$ cat src/rtl/bias_serial_loader_if.sv
// Connection bundle between the regfile-side bias words and the serial bias loader.
// The loader takes the slave view; whoever supplies bias words and consumes status takes the master view.
interface bias_serial_loader_if #(
  parameter int NUM_BIASES = 4,
  parameter int BIAS_WIDTH = 24,
  parameter int CNT_WIDTH  = 8
);
  logic [NUM_BIASES-1:0][BIAS_WIDTH-1:0] bias_in;
  logic                                  commit;
  logic                                  auto_en;
  logic [NUM_BIASES-1:0][BIAS_WIDTH-1:0] bias_out;
  logic                                  sdo;
  logic                                  sck_out;
  logic                                  latch;
  logic                                  busy;
  logic                                  done;
  logic [CNT_WIDTH-1:0]                  commit_cnt;

  modport master (
    output bias_in, commit, auto_en,
    input  bias_out, sdo, sck_out, latch, busy, done, commit_cnt
  );

  modport slave (
    input  bias_in, commit, auto_en,
    output bias_out, sdo, sck_out, latch, busy, done, commit_cnt
  );
endinterface

$ cat src/rtl/bias_serial_loader.sv
// Snapshots the bias words, shifts them MSB-first (last word first) into the analog bias chain,
// pulses the chain latch, then updates the held parallel copy in one step.
module bias_serial_loader #(
  parameter int NUM_BIASES = 4,
  parameter int BIAS_WIDTH = 24,
  parameter int CLK_DIV    = 2,
  parameter int CNT_WIDTH  = 8
) (
  input logic              clk,
  input logic              rst_n,
  bias_serial_loader_if.slave bus
);
  localparam int N     = NUM_BIASES * BIAS_WIDTH;
  localparam int IDX_W = (N > 1) ? $clog2(N) : 1;
  localparam int DIV_W = (CLK_DIV > 1) ? $clog2(CLK_DIV) : 1;

  localparam logic [DIV_W-1:0] DIV_LAST = DIV_W'(CLK_DIV - 1);
  localparam logic [IDX_W-1:0] IDX_TOP  = IDX_W'(N - 1);

  typedef enum logic [1:0] {
    S_IDLE,
    S_SHIFT,
    S_LATCH,
    S_DONE
  } state_t;

  state_t           state;
  logic [N-1:0]     shadow;
  logic [N-1:0]     bias_in_flat;
  logic             pending;
  logic [DIV_W-1:0] div_cnt;
  logic [IDX_W-1:0] bit_idx;
  logic             start_req;

  // Word NUM_BIASES-1 lands in the top bits, so walking the flat vector downward gives the frame order.
  assign bias_in_flat = bus.bias_in;

  always_comb begin
    start_req = bus.commit || pending || (bus.auto_en && (bus.bias_in != bus.bias_out));
  end

  // NOTE: the shadow register is reset along with everything else, so an aborted load leaves no residue.
  always_ff @(posedge clk or negedge rst_n) begin
    if (!rst_n) begin
      state          <= S_IDLE;
      shadow         <= '0;
      pending        <= 1'b0;
      div_cnt        <= '0;
      bit_idx        <= '0;
      bus.bias_out   <= '0;
      bus.sdo        <= 1'b0;
      bus.sck_out    <= 1'b0;
      bus.latch      <= 1'b0;
      bus.busy       <= 1'b0;
      bus.done       <= 1'b0;
      bus.commit_cnt <= '0;
    end else begin
      // NOTE: done is defaulted low every cycle so it can only ever be a one-cycle pulse.
      bus.done <= 1'b0;

      // Requests arriving mid-load collapse into a single deferred load.
      if (state != S_IDLE && bus.commit) begin
        pending <= 1'b1;
      end

      case (state)
        S_IDLE: begin
          if (start_req) begin
            shadow      <= bias_in_flat;
            pending     <= 1'b0;
            div_cnt     <= '0;
            bit_idx     <= IDX_TOP;
            bus.sdo     <= bias_in_flat[N-1];
            bus.sck_out <= 1'b0;
            bus.busy    <= 1'b1;
            state       <= S_SHIFT;
          end
        end

        S_SHIFT: begin
          if (div_cnt == DIV_LAST) begin
            div_cnt <= '0;
            if (!bus.sck_out) begin
              bus.sck_out <= 1'b1;
            end else begin
              // Falling edge closes a bit; sdo only moves while sck is low.
              bus.sck_out <= 1'b0;
              if (bit_idx == '0) begin
                bus.sdo   <= 1'b0;
                bus.latch <= 1'b1;
                state     <= S_LATCH;
              end else begin
                bit_idx <= bit_idx - IDX_W'(1);
                bus.sdo <= shadow[bit_idx - IDX_W'(1)];
              end
            end
          end else begin
            div_cnt <= div_cnt + DIV_W'(1);
          end
        end

        S_LATCH: begin
          if (div_cnt == DIV_LAST) begin
            div_cnt        <= '0;
            bus.latch      <= 1'b0;
            bus.done       <= 1'b1;
            bus.bias_out   <= shadow;
            bus.commit_cnt <= bus.commit_cnt + CNT_WIDTH'(1);
            state          <= S_DONE;
          end else begin
            div_cnt <= div_cnt + DIV_W'(1);
          end
        end

        S_DONE: begin
          bus.busy <= 1'b0;
          state    <= S_IDLE;
        end

        default: begin
          state <= S_IDLE;
        end
      endcase
    end
  end
endmodule

$ cat src/flat_wrapper.sv
// flat-port wrapper written by rule: the top's interface ports become plain ports
module bias_serial_loader_flat 
#(
  parameter int NUM_BIASES = 4,
  parameter int BIAS_WIDTH = 24,
  parameter int CLK_DIV    = 2,
  parameter int CNT_WIDTH  = 8
)
  (clk, rst_n, bus_bias_in, bus_commit, bus_auto_en, bus_bias_out, bus_sdo, bus_sck_out, bus_latch, bus_busy, bus_done, bus_commit_cnt);
  bias_serial_loader_if #(.NUM_BIASES(NUM_BIASES), .BIAS_WIDTH(BIAS_WIDTH), .CNT_WIDTH(CNT_WIDTH)) bus_i ();
  input logic clk;
  input logic rst_n;
  input wire logic [$bits(bus_i.bias_in)-1:0] bus_bias_in;
  input wire logic [$bits(bus_i.commit)-1:0] bus_commit;
  input wire logic [$bits(bus_i.auto_en)-1:0] bus_auto_en;
  output wire logic [$bits(bus_i.bias_out)-1:0] bus_bias_out;
  output wire logic [$bits(bus_i.sdo)-1:0] bus_sdo;
  output wire logic [$bits(bus_i.sck_out)-1:0] bus_sck_out;
  output wire logic [$bits(bus_i.latch)-1:0] bus_latch;
  output wire logic [$bits(bus_i.busy)-1:0] bus_busy;
  output wire logic [$bits(bus_i.done)-1:0] bus_done;
  output wire logic [$bits(bus_i.commit_cnt)-1:0] bus_commit_cnt;
  assign bus_i.bias_in = bus_bias_in;
  assign bus_i.commit = bus_commit;
  assign bus_i.auto_en = bus_auto_en;
  assign bus_bias_out = bus_i.bias_out;
  assign bus_sdo = bus_i.sdo;
  assign bus_sck_out = bus_i.sck_out;
  assign bus_latch = bus_i.latch;
  assign bus_busy = bus_i.busy;
  assign bus_done = bus_i.done;
  assign bus_commit_cnt = bus_i.commit_cnt;
  bias_serial_loader #(.NUM_BIASES(NUM_BIASES), .BIAS_WIDTH(BIAS_WIDTH), .CLK_DIV(CLK_DIV), .CNT_WIDTH(CNT_WIDTH)) u_core (.clk(clk), .rst_n(rst_n), .bus(bus_i));
endmodule
$ cat config.mk
export PLATFORM = sky130hd
export DESIGN_NAME = bias_serial_loader_flat
export DESIGN_NICKNAME = d
export VERILOG_FILES = /design/src/rtl/bias_serial_loader_if.sv /design/src/rtl/bias_serial_loader.sv /design/src/flat_wrapper.sv
export SDC_FILE = /design/constraint.sdc
export NUM_CORES = 1
export LEC_CHECK = 0
export ABC_AREA = 1
export CAP_MARGIN = 5
export CORE_ASPECT_RATIO = 1.2
export CORE_MARGIN = 10
export CORE_UTILIZATION = 50
export DETAILED_ROUTE_END_ITERATION = 8
export MAX_ROUTING_LAYER = met4
export PLACE_DENSITY = 0.77
export REMOVE_ABC_BUFFERS = 1
export SLEW_MARGIN = 10
export SYNTH_ARGS = -nofsm -noshare
export SYNTH_HDL_FRONTEND = slang
export SYNTH_SLANG_ARGS = --single-unit
$ cat constraint.sdc
create_clock -name clk -period 4.7 [get_ports clk]
set_input_delay 0.705 -clock clk [delete_from_list [all_inputs] [get_ports clk]]
set_output_delay 0.705 -clock clk [all_outputs]
set_load 0.005 [all_outputs]
==> out/results.md <==
- number of placed I/O pins: 209
- ranking of synthesized cells by area: dfrtp_1, nand2_1, o21ai_0, inv_1, nand3_1
- maximum clock frequency: 324 MHz
- Critical Path Sink Type: flip-flop
- Post-Syn Instances: 1506
- post-synthesis sequential area ratio: 49.3%
- run status: finished clean
- critical path data required time: 5150 ps
- class of the worst hold path: input port to asynchronous set/reset pin
- Post-Route WL: 31.2 mm
- Max-Cap Viols: 0
- highest cell delay on the worst timing path: 740 ps
- layout overhead on the synthesized area: 28.0%
- clock-pin slew on the worst setup and hold paths: 60 ps
- number of synthesized flops with an enable pin: 0
- number of buffers inserted for hold repair after clock tree synthesis: 0
- leakage: 7.08 nW
- highest-delay cell along the critical path: inv_1
- detailed-route vias per instance: 5.10
- post-route fraction of the period consumed by the critical path: 65.7%
- Die Y: 182 um
- final antenna-violating net count: 0
- width of the die: 155 um
- flip-flop and latch count after synthesis: 216
- power per standard cell area: 701 nW/um^2
- kind of cell adding the most delay to the critical path: simple AND/OR/NAND/NOR gates
- average footprint of a synthesized cell: 7.28 um^2
- total global-route track usage: 22.5%
- initial antenna violation count: 0
- unrepaired setup endpoints after global routing: false
- TritonCTS sink count: 216
- yosys synthesis warning count: 0
- Hold Fails Final Rpt: 0
- area of the die: 28300 um^2
- kind of critical path: flip-flop to flip-flop
- effective utilization at floorplan: 50.7%
- Async S/R FF share, synth: 100%
- arrival time of data at the critical path endpoint: 3540 ps
- tightest slew margin relative to the limit: 41.7%
- maximum root-to-sink buffer count: 3
- initial DRC count: 479
- per-cell routed wire length: 15.7 um
- Core ar.: 21600 um^2
- post-layout net count: 1796
- HPWL after detailed placement: 21.2 mm
- startpoint types: flip-flop
- total number of vias: 10102
- Total Power Consumption: 0.00983 W
- count leader, synth: nand2_1
- weighted congestion at the end of routability-driven global placement: 0.879
- number of pins exceeding their max-slew limit in the final report: 0
- number of H-tree levels: 1
- min Tclk post-route: 3090 ps
- ordered cell list for the critical path: inv_2 > ha_1 > inv_1 > nand2_1 > nand2_1 > inv_1 > nand3_1 > nand3_1 > nand3_1 > nand3_1 > nand2_1 > nor2_1 > nand2_1 > nand2_1 > nand3_1 > nand2_1
- maximum number of pins on one net before global-route repair: 124
- number of different library cells in the post-synthesis netlist: 24
- top fanout value on the critical path: 15
- global route total overflow: 0
- count of final setup violators: 0
- cell seen most often among critical-path stages: nand2_1
- predominant post-synthesis flop cell: dfrtp_1
- Total Negative Setup Slacks: 0 ps
- number of buffers inserted to repair setup after CTS: 0
- pin slew with the least headroom to its limit: 874 ps
- PostCTS Resize Cnt: 0
- clock buffer count from CTS: 23
- area of the mapped netlist: 11000 um^2
- clock skew after layout: 13.7 ps
- Clk Latency, worst-skew pair: 510 ps
- count of buffers inserted at the top-level ports: 208
- clock tree from TritonCTS: built
- maximum vdd drop: 0.397 mV
- leading area contributor after synthesis: dfrtp_1
- CTS root buffer: clkbuf_16
- share of final-layout standard cells stronger than drive strength 1: 3.40%
- Yosys top cell area share: 49.3%
- number of buffer and inverter instances along the worst setup path: 3
- number of core rows: 59
- DRC violations left: 0
- first-pass GRT wire length: 51.4 mm
- diode insertion count for antenna repair: 0
- top cell types by occurrence after synthesis: nand2_1, dfrtp_1, inv_1, o21ai_0, nand3_1
- number of global-route vias before repair: 10266
- 1st-pass router iterations: 5
-- flip-flops by register name (all words and copies together) (netlist names), 2 cells and up --
name,count
u_core.bus.commit_cnt,8
u_core.state,2
u_core.shadow,96
u_core.bit_idx,7
u_core.bus.bias_out,96
-- power breakdown --
| group | leakage (nW) | internal (W) | total, W | switching [W] |
|---|---|---|---|---|
| clock | 0.419 | 0.00129 | 0.00204 | 0.000756 |
| combinational | 3.95 | 0.00180 | 0.00441 | 0.00261 |
| sequential | 2.71 | 0.00270 | 0.00338 | 0.000672 |
| total | 7.08 | 0.00579 | 0.00983 | 0.00404 |
-- logic make-up after synthesis --
family	count (synthesis)	share of synthesized area, %
compound gates	193	8.83
xor+xnor	38	3.04
fa+ha+maj	7	0.799
buf+inv	241	9.11
flops	216	49.3
simple gates	811	28.9
-- worst paths after layout --
kind                                          start                  endpoint  slack (ps)  depth (start not counted)
max                               u_core.bit_idx[0]            u_core.bus.sdo        1610                         16
min                                           rst_n  u_core.bus.commit_cnt[0]         160                          1
max reg2reg                       u_core.bit_idx[0]            u_core.bus.sdo        1610                         16
min reg2reg                u_core.bus.commit_cnt[7]  u_core.bus.commit_cnt[7]         470                          1
min in group clk           u_core.bus.commit_cnt[7]  u_core.bus.commit_cnt[7]         470                          1
max in group asynchronous                     rst_n   u_core.bus.bias_out[22]        3400                          2
-- through the flow --
stage	instance area, um^2	hold slack (ps)	std cells	util, %	setup slack, ps
CTS	14000	199	1979	64.9	1590
global route	14000	209	1979	64.9	1300
detailed placement	13200	468	1938	60.9	1180
finish	14000	164	1979	64.9	1610
global placement	13200	457	1938	60.9	1220
floorplan	10600	409	1446	-	60.4
-- final cells by class --
cell class	instances	area, um^2
sequential	216	5410
tap	274	343
multi-input combinational	1049	4560
inverter	181	682
fill	1875	7600
timing repair buffer	218	2190
clock inverter	12	213
clock buffer	29	638
-- cell usage in the layout, fill, tap and decap left out --
master,instances
nand2_1,642
dfrtp_1,215
clkdlybuf4s50_1,207
inv_1,177
o21ai_0,152
nand3_1,85
nor2_1,77
xor2_1,33
clkbuf_16,23
o21ai_1,21
a21oi_1,19
buf_4,8
ha_1,7
bufinv_16,6
xnor2_1,5
clkinv_2,5
clkbuf_8,4
inv_2,3
nand4_1,2
clkbuf_1,2
buf_12,2
nand2_2,1
inv_4,1
nand2_4,1
nor3_1,1
or2_2,1
nor3b_1,1
o211ai_1,1
clkinvlp_4,1
buf_8,1
dfrtp_2,1
-- worst register-to-register path, cell delays in order (launching register included) --
cell and delay, ps:
dfrtp_2 400, inv_2 80, ha_1 230, inv_1 60, nand2_1 60, nand2_1 490
inv_1 740, nand3_1 240, nand3_1 170, nand3_1 80, nand3_1 80, nand2_1 60
nor2_1 80, nand2_1 50, nand2_1 50, nand3_1 60, nand2_1 90
-- routing by layer --
layer	GRT usage, %	routed length (um)	up-vias
met5	-	0	-
met4	6.41	646	0
met2	38.6	15600	291
met3	4.16	1900	49
met1	26.6	13000	4777
li1	-	-	4985
Note: power is estimated with default switching activity, not from simulation.
